==> config.mk <==
export PLATFORM = sky130hd
export DESIGN_NAME = cap_frame_ctrl
export DESIGN_NICKNAME = d
export VERILOG_FILES = /design/src/rtl/cap_frame_ctrl.sv
export SDC_FILE = /design/constraint.sdc
export NUM_CORES = 1
export LEC_CHECK = 0
export ABC_AREA = 1
export CAP_MARGIN = 0
export CORE_ASPECT_RATIO = 1.2
export CORE_MARGIN = 2
export CORE_UTILIZATION = 36
export DETAILED_ROUTE_END_ITERATION = 10
export PLACE_DENSITY = 0.64
export SKIP_CTS_REPAIR_TIMING = 1
export SYNTH_ARGS = -nofsm -noshare
export SYNTH_HDL_FRONTEND = slang
export SYNTH_SLANG_ARGS = --single-unit
==> constraint.sdc <==
create_clock -name PCLK -period 2 [get_ports PCLK]
set_input_delay 0.3 -clock PCLK [delete_from_list [all_inputs] [get_ports PCLK]]
set_output_delay 0.3 -clock PCLK [all_outputs]
set_load 0.02 [all_outputs]
==> src/rtl/cap_frame_ctrl.sv <==
// Frame-level capture sequencer in the PCLK domain: aligns CAPON to whole VSYNC frames,
// drops the rest of a frame on FIFO overflow and raises TOUT when VSYNC stops toggling.
module cap_frame_ctrl #(
  parameter int                TOUT_W  = 24,
  parameter logic [TOUT_W-1:0] TIMEOUT = 24'd12_000_000,
  parameter int                CNT_W   = 16
) (
  input  logic             PCLK,
  input  logic             PRST,
  input  logic             CAPENB,
  input  logic             CONT,
  input  logic             CLRERR,
  input  logic             VSYNC,
  input  logic             FIFOFULL,
  input  logic             FIFOWR,
  output logic             CAPON,
  output logic             BUSY,
  output logic             FRMDONE,
  output logic [CNT_W-1:0] FRMCNT,
  output logic             OVF,
  output logic             TOUT
);

  typedef enum logic [2:0] {
    S_IDLE,
    S_ARM,
    S_WAIT_FALL,
    S_CAPT,
    S_SKIP
  } state_t;

  localparam logic [TOUT_W-1:0] WD_LAST = TIMEOUT - TOUT_W'(1);

  state_t             state_q, state_d;
  logic               vs_q, vs_qq;
  logic               cont_q, cont_d;
  logic [CNT_W-1:0]   frmcnt_q, frmcnt_d;
  logic [TOUT_W-1:0]  wd_q, wd_d;
  logic               capon_q, capon_d;
  logic               busy_q, busy_d;
  logic               frmdone_q, frmdone_d;
  logic               ovf_q, ovf_d;
  logic               tout_q, tout_d;
  logic               vs_rise, vs_fall;
  logic               wd_expire;
  logic               ovf_set, tout_set;

  assign vs_rise   = vs_q & ~vs_qq;
  assign vs_fall   = ~vs_q & vs_qq;
  assign wd_expire = (state_q != S_IDLE) && (wd_q == WD_LAST);

  always_ff @(posedge PCLK or posedge PRST) begin
    if (PRST) begin
      state_q   <= S_IDLE;
      vs_q      <= 1'b0;
      vs_qq     <= 1'b0;
      cont_q    <= 1'b0;
      frmcnt_q  <= '0;
      wd_q      <= '0;
      capon_q   <= 1'b0;
      busy_q    <= 1'b0;
      frmdone_q <= 1'b0;
      ovf_q     <= 1'b0;
      tout_q    <= 1'b0;
    end else begin
      state_q   <= state_d;
      vs_q      <= VSYNC;
      vs_qq     <= vs_q;
      cont_q    <= cont_d;
      frmcnt_q  <= frmcnt_d;
      wd_q      <= wd_d;
      capon_q   <= capon_d;
      busy_q    <= busy_d;
      frmdone_q <= frmdone_d;
      ovf_q     <= ovf_d;
      tout_q    <= tout_d;
    end
  end

  always_comb begin
    state_d   = state_q;
    cont_d    = cont_q;
    frmcnt_d  = frmcnt_q;
    capon_d   = 1'b0;
    frmdone_d = 1'b0;
    ovf_set   = 1'b0;
    tout_set  = 1'b0;

    // Watchdog only runs while a capture is pending; any VSYNC edge proves the camera is alive.
    if ((state_q == S_IDLE) || vs_rise || vs_fall) begin
      wd_d = '0;
    end else if (wd_q != '1) begin
      wd_d = wd_q + TOUT_W'(1);
    end else begin
      wd_d = wd_q;
    end

    case (state_q)
      S_IDLE: begin
        if (CAPENB) begin
          state_d  = S_ARM;
          cont_d   = CONT;
          frmcnt_d = '0;
        end
      end
      S_ARM: begin
        // Waiting for a vertical blank start keeps capture from beginning mid-frame.
        if (!CAPENB) begin
          state_d = S_IDLE;
        end else if (vs_rise) begin
          state_d = S_WAIT_FALL;
        end
      end
      S_WAIT_FALL: begin
        if (vs_fall) begin
          state_d = S_CAPT;
          capon_d = 1'b1;
        end
      end
      S_CAPT: begin
        capon_d = 1'b1;
        // Overflow takes precedence over a coincident frame end: the frame is lost.
        if (FIFOWR && FIFOFULL) begin
          ovf_set = 1'b1;
          capon_d = 1'b0;
          state_d = S_SKIP;
        end else if (vs_rise) begin
          frmdone_d = 1'b1;
          frmcnt_d  = frmcnt_q + CNT_W'(1);
          capon_d   = 1'b0;
          state_d   = (cont_q && CAPENB) ? S_WAIT_FALL : S_IDLE;
        end
      end
      S_SKIP: begin
        if (vs_rise) begin
          state_d = (cont_q && CAPENB) ? S_WAIT_FALL : S_IDLE;
        end
      end
      default: begin
        state_d = S_IDLE;
      end
    endcase

    if (wd_expire) begin
      tout_set  = 1'b1;
      capon_d   = 1'b0;
      frmdone_d = 1'b0;
      frmcnt_d  = frmcnt_q;
      state_d   = S_IDLE;
    end

    // Sticky flags: a set in the same cycle as CLRERR survives.
    ovf_d  = ovf_set | (ovf_q & ~CLRERR);
    tout_d = tout_set | (tout_q & ~CLRERR);
    busy_d = (state_d != S_IDLE);
  end

  assign CAPON   = capon_q;
  assign BUSY    = busy_q;
  assign FRMDONE = frmdone_q;
  assign FRMCNT  = frmcnt_q;
  assign OVF     = ovf_q;
  assign TOUT    = tout_q;

endmodule

==> qor.yml <==
run_status:
  outcome: "complete, no violations"
sta:
  rsz0062_at_grt: "no"
  post-route-period-util: 0.895
  max_freq_ghz: 0.559
  finalHoldViolCount: 0
  worstMarginPinSlew_ns: 0.471
  setup_viol: 0
  tns_ns: 0
  finalMaxSlewViolations: 0
  fin_skew_ns: 0.00961
  slew_headroom: 0.686
  min_period_ns: 1.79
clock_network:
  cts_root_buffer: "clkbuf_8"
  clkLatencyLatePin_ns: 0.31
  clkTransAtPathRegs_ns: 0.10
  cts_tree: "yes"
  h-tree-depth: 2
  clockBufferDepth: 2
  numCtsBuffers: 5
  cts.sinks: 51
critical_path:
  start_kind: "flop"
  critPathBufInv: 1
  worstSetupPathType: "reg2reg"
  crit_arrival_ns: 1.99
  slowest_stage: "dfrtp_1"
  end_kind: "flop"
  worstPathMaxFanout: 25
  critPathRequiredTime_ns: 2.20
  cpLargestDelayFamily: "simple AND/OR/NAND/NOR gates"
  crit_chain: "ha_1, nand3_2, inv_2, nand2_4, nor2_4, nand2_2, nand3_4, nand2_1, o21ai_2"
  slowest_delay_ns: 0.43
pwr:
  leakage_nw: 1.64
  seqPwrFrac: 0.471
  p_per_area_nw_per_um2: 670
  p_int_w: 0.00159
  p_clk_frac: 0.265
  swShare: 0.356
  p_comb_frac: 0.264
  vdd_drop_max_uv: 295
  finalPower_w: 0.00246
  switchingPower_w: 0.000876
route:
  routed_wl_um: 7220
  drt_iter0_markers: 116
  ant_nets: 0
  post_drt_via_cell_ratio: 4.85
  route.vias.total: 2926
  drc: 0
  drt-wirelength-per-cell_um: 12.0
  dr.pass1.iters: 5
floorplanning:
  fp.dieArea_um2: 9400
  core_um2: 8470
  die_x_um: 88.9
  io_pins: 29
  core.rowCount: 37
  die_h_um: 106
  initial_utilization: 0.367
synthesis:
  synth-main-ff-cell: "dfrtp_1"
  ys_seq_area_frac: 0.410
  ys_ff_latch: 51
  synthArstFlopShare: 1.00
  synth_cells: 449
  synth_cell_types: 29
  synth_edf_count: 0
  synth.avg_cell_area_um2: 6.93
  syn_area_um2: 3110
  syn-num-nets: 459
  ys_warn_count: 0
global_route:
  grt_pass1_vias: 2780
  gr-total-overflow: 0
  grt_use_total: 0.168
  grt_max_degree: 26
  antenna_found_initial: 0
  grt_pass1_wl_um: 12600
flow_run:
  cap_violations: 0
finish:
  fin_cells: 603
  n_antenna_cell: 0
  num-nets-final: 495
  syn_to_final_growth_pct: 18.1
  drive_above_1_share: 0.0802
place:
  dp_cells: 595
  dp_hpwl_um: 5480
  portBuffers: 28
  routabilityCongestion: 0.856
hold_path:
  hold_path.class: "in2async"
==> layout make-up <==
type,instances,area [µm²]
timing repair buffer,36,365
clock inverter,2,16.3
sequential,51,1280
clock buffer,6,82.6
inverter,46,173
tap,117,146
multi-input combinational,345,1610
fill,876,4800
==> sequential cells by signal, indices dropped and copies added (netlist names) <==
signal,flops
FRMCNT,16
wd_q,24
vs_qq,1
state_q,3
BUSY,1
cont_q,1
TOUT,1
OVF,1
FRMDONE,1
CAPON,1
vs_q,1
==> cell usage in the layout, fill, tap and decap left out, types with 2 or more instances in the layout <==
master,n
o31ai_1,2
nor3_1,2
nand4_1,15
inv_1,43
ha_1,2
nand2_1,155
clkbuf_8,6
o21bai_1,4
o21ai_0,16
o21ai_2,2
xnor2_1,2
buf_12,2
nand3_1,42
nor2_1,64
buf_4,6
clkdlybuf4s50_1,28
xor2_1,3
or2_2,7
dfrtp_1,51
nor2_2,2
nand3b_1,5
nor2_4,3
inv_2,3
nand3_4,2
nand2_2,2
o21ai_1,10
==> path summary, 6_finish.rpt <==
kind | startpoint | to | slack (ns) | cells after the start
worst max-delay path | wd_q[0] | FRMCNT[11] | 0.21 | 9
worst min-delay path | PRST | wd_q[8] | 0.32 | 2
worst max register to register | wd_q[0] | FRMCNT[11] | 0.21 | 9
worst min register to register | vs_q | vs_qq | 0.38 | 0
max in group asynchronous | PRST | wd_q[1] | 1.09 | 3
min in group PCLK | vs_q | vs_qq | 0.38 | 0
==> cells in the mapped netlist (3+ instances only) <==
cell type / number / area share
or2_2: 7 / 0.014
inv_1: 44 / 0.053
nand3b_1: 5 / 0.012
dfrtp_1: 51 / 0.41
nand3_1: 42 / 0.068
o21bai_1: 4 / 0.0097
nand2_1: 155 / 0.19
o21ai_0: 16 / 0.026
nand4_1: 15 / 0.030
nor2_1: 64 / 0.077
nor2_4: 3 / 0.011
buf_2: 5 / 0.0080
o21ai_1: 10 / 0.016
xor2_1: 3 / 0.0084
==> cells by family after synthesis <==
logic type | Yosys count | synth area share
xor+xnor | 5 | 0.0141
fa+ha+maj | 2 | 0.00804
flops | 51 | 0.410
compound gates | 37 | 0.0684
buf+inv | 53 | 0.0732
simple gates | 301 | 0.426
==> layer usage <==
metal	up-vias	share of wire	global-route usage
met2	66	0.48	0.271
met4	0	0.028	0.0660
li1	1506	-	-
met5	-	0	0
met1	1338	0.45	0.219
met3	16	0.035	0.0313
==> power by group through the flow <==
stage               logic, W  registers, W  clock network [W]
finish              0.000649       0.00116           0.000652
global route        0.000739       0.00117           0.000714
detailed placement  0.000648       0.00118                  0
floorplan           0.000522       0.00120                  0
global placement    0.000646       0.00118                  0
CTS                 0.000653       0.00116           0.000670
==> through the flow <==
step / hold WS (ns) / instance area, µm² / utilization / setup WS [ns]
3_3_place_gp: 0.361 / 3570 / 0.421 / 0.217
2_1_floorplan: 0.331 / 3110 / - / 0.444
4_1_cts: 0.339 / 3670 / 0.433 / 0.126
5_1_grt: 0.356 / 3670 / 0.434 / 0.0262
3_5_place_dp: 0.366 / 3570 / 0.421 / 0.146
6_report: 0.315 / 3670 / 0.434 / 0.210
Note: power is estimated with default switching activity, not from simulation.
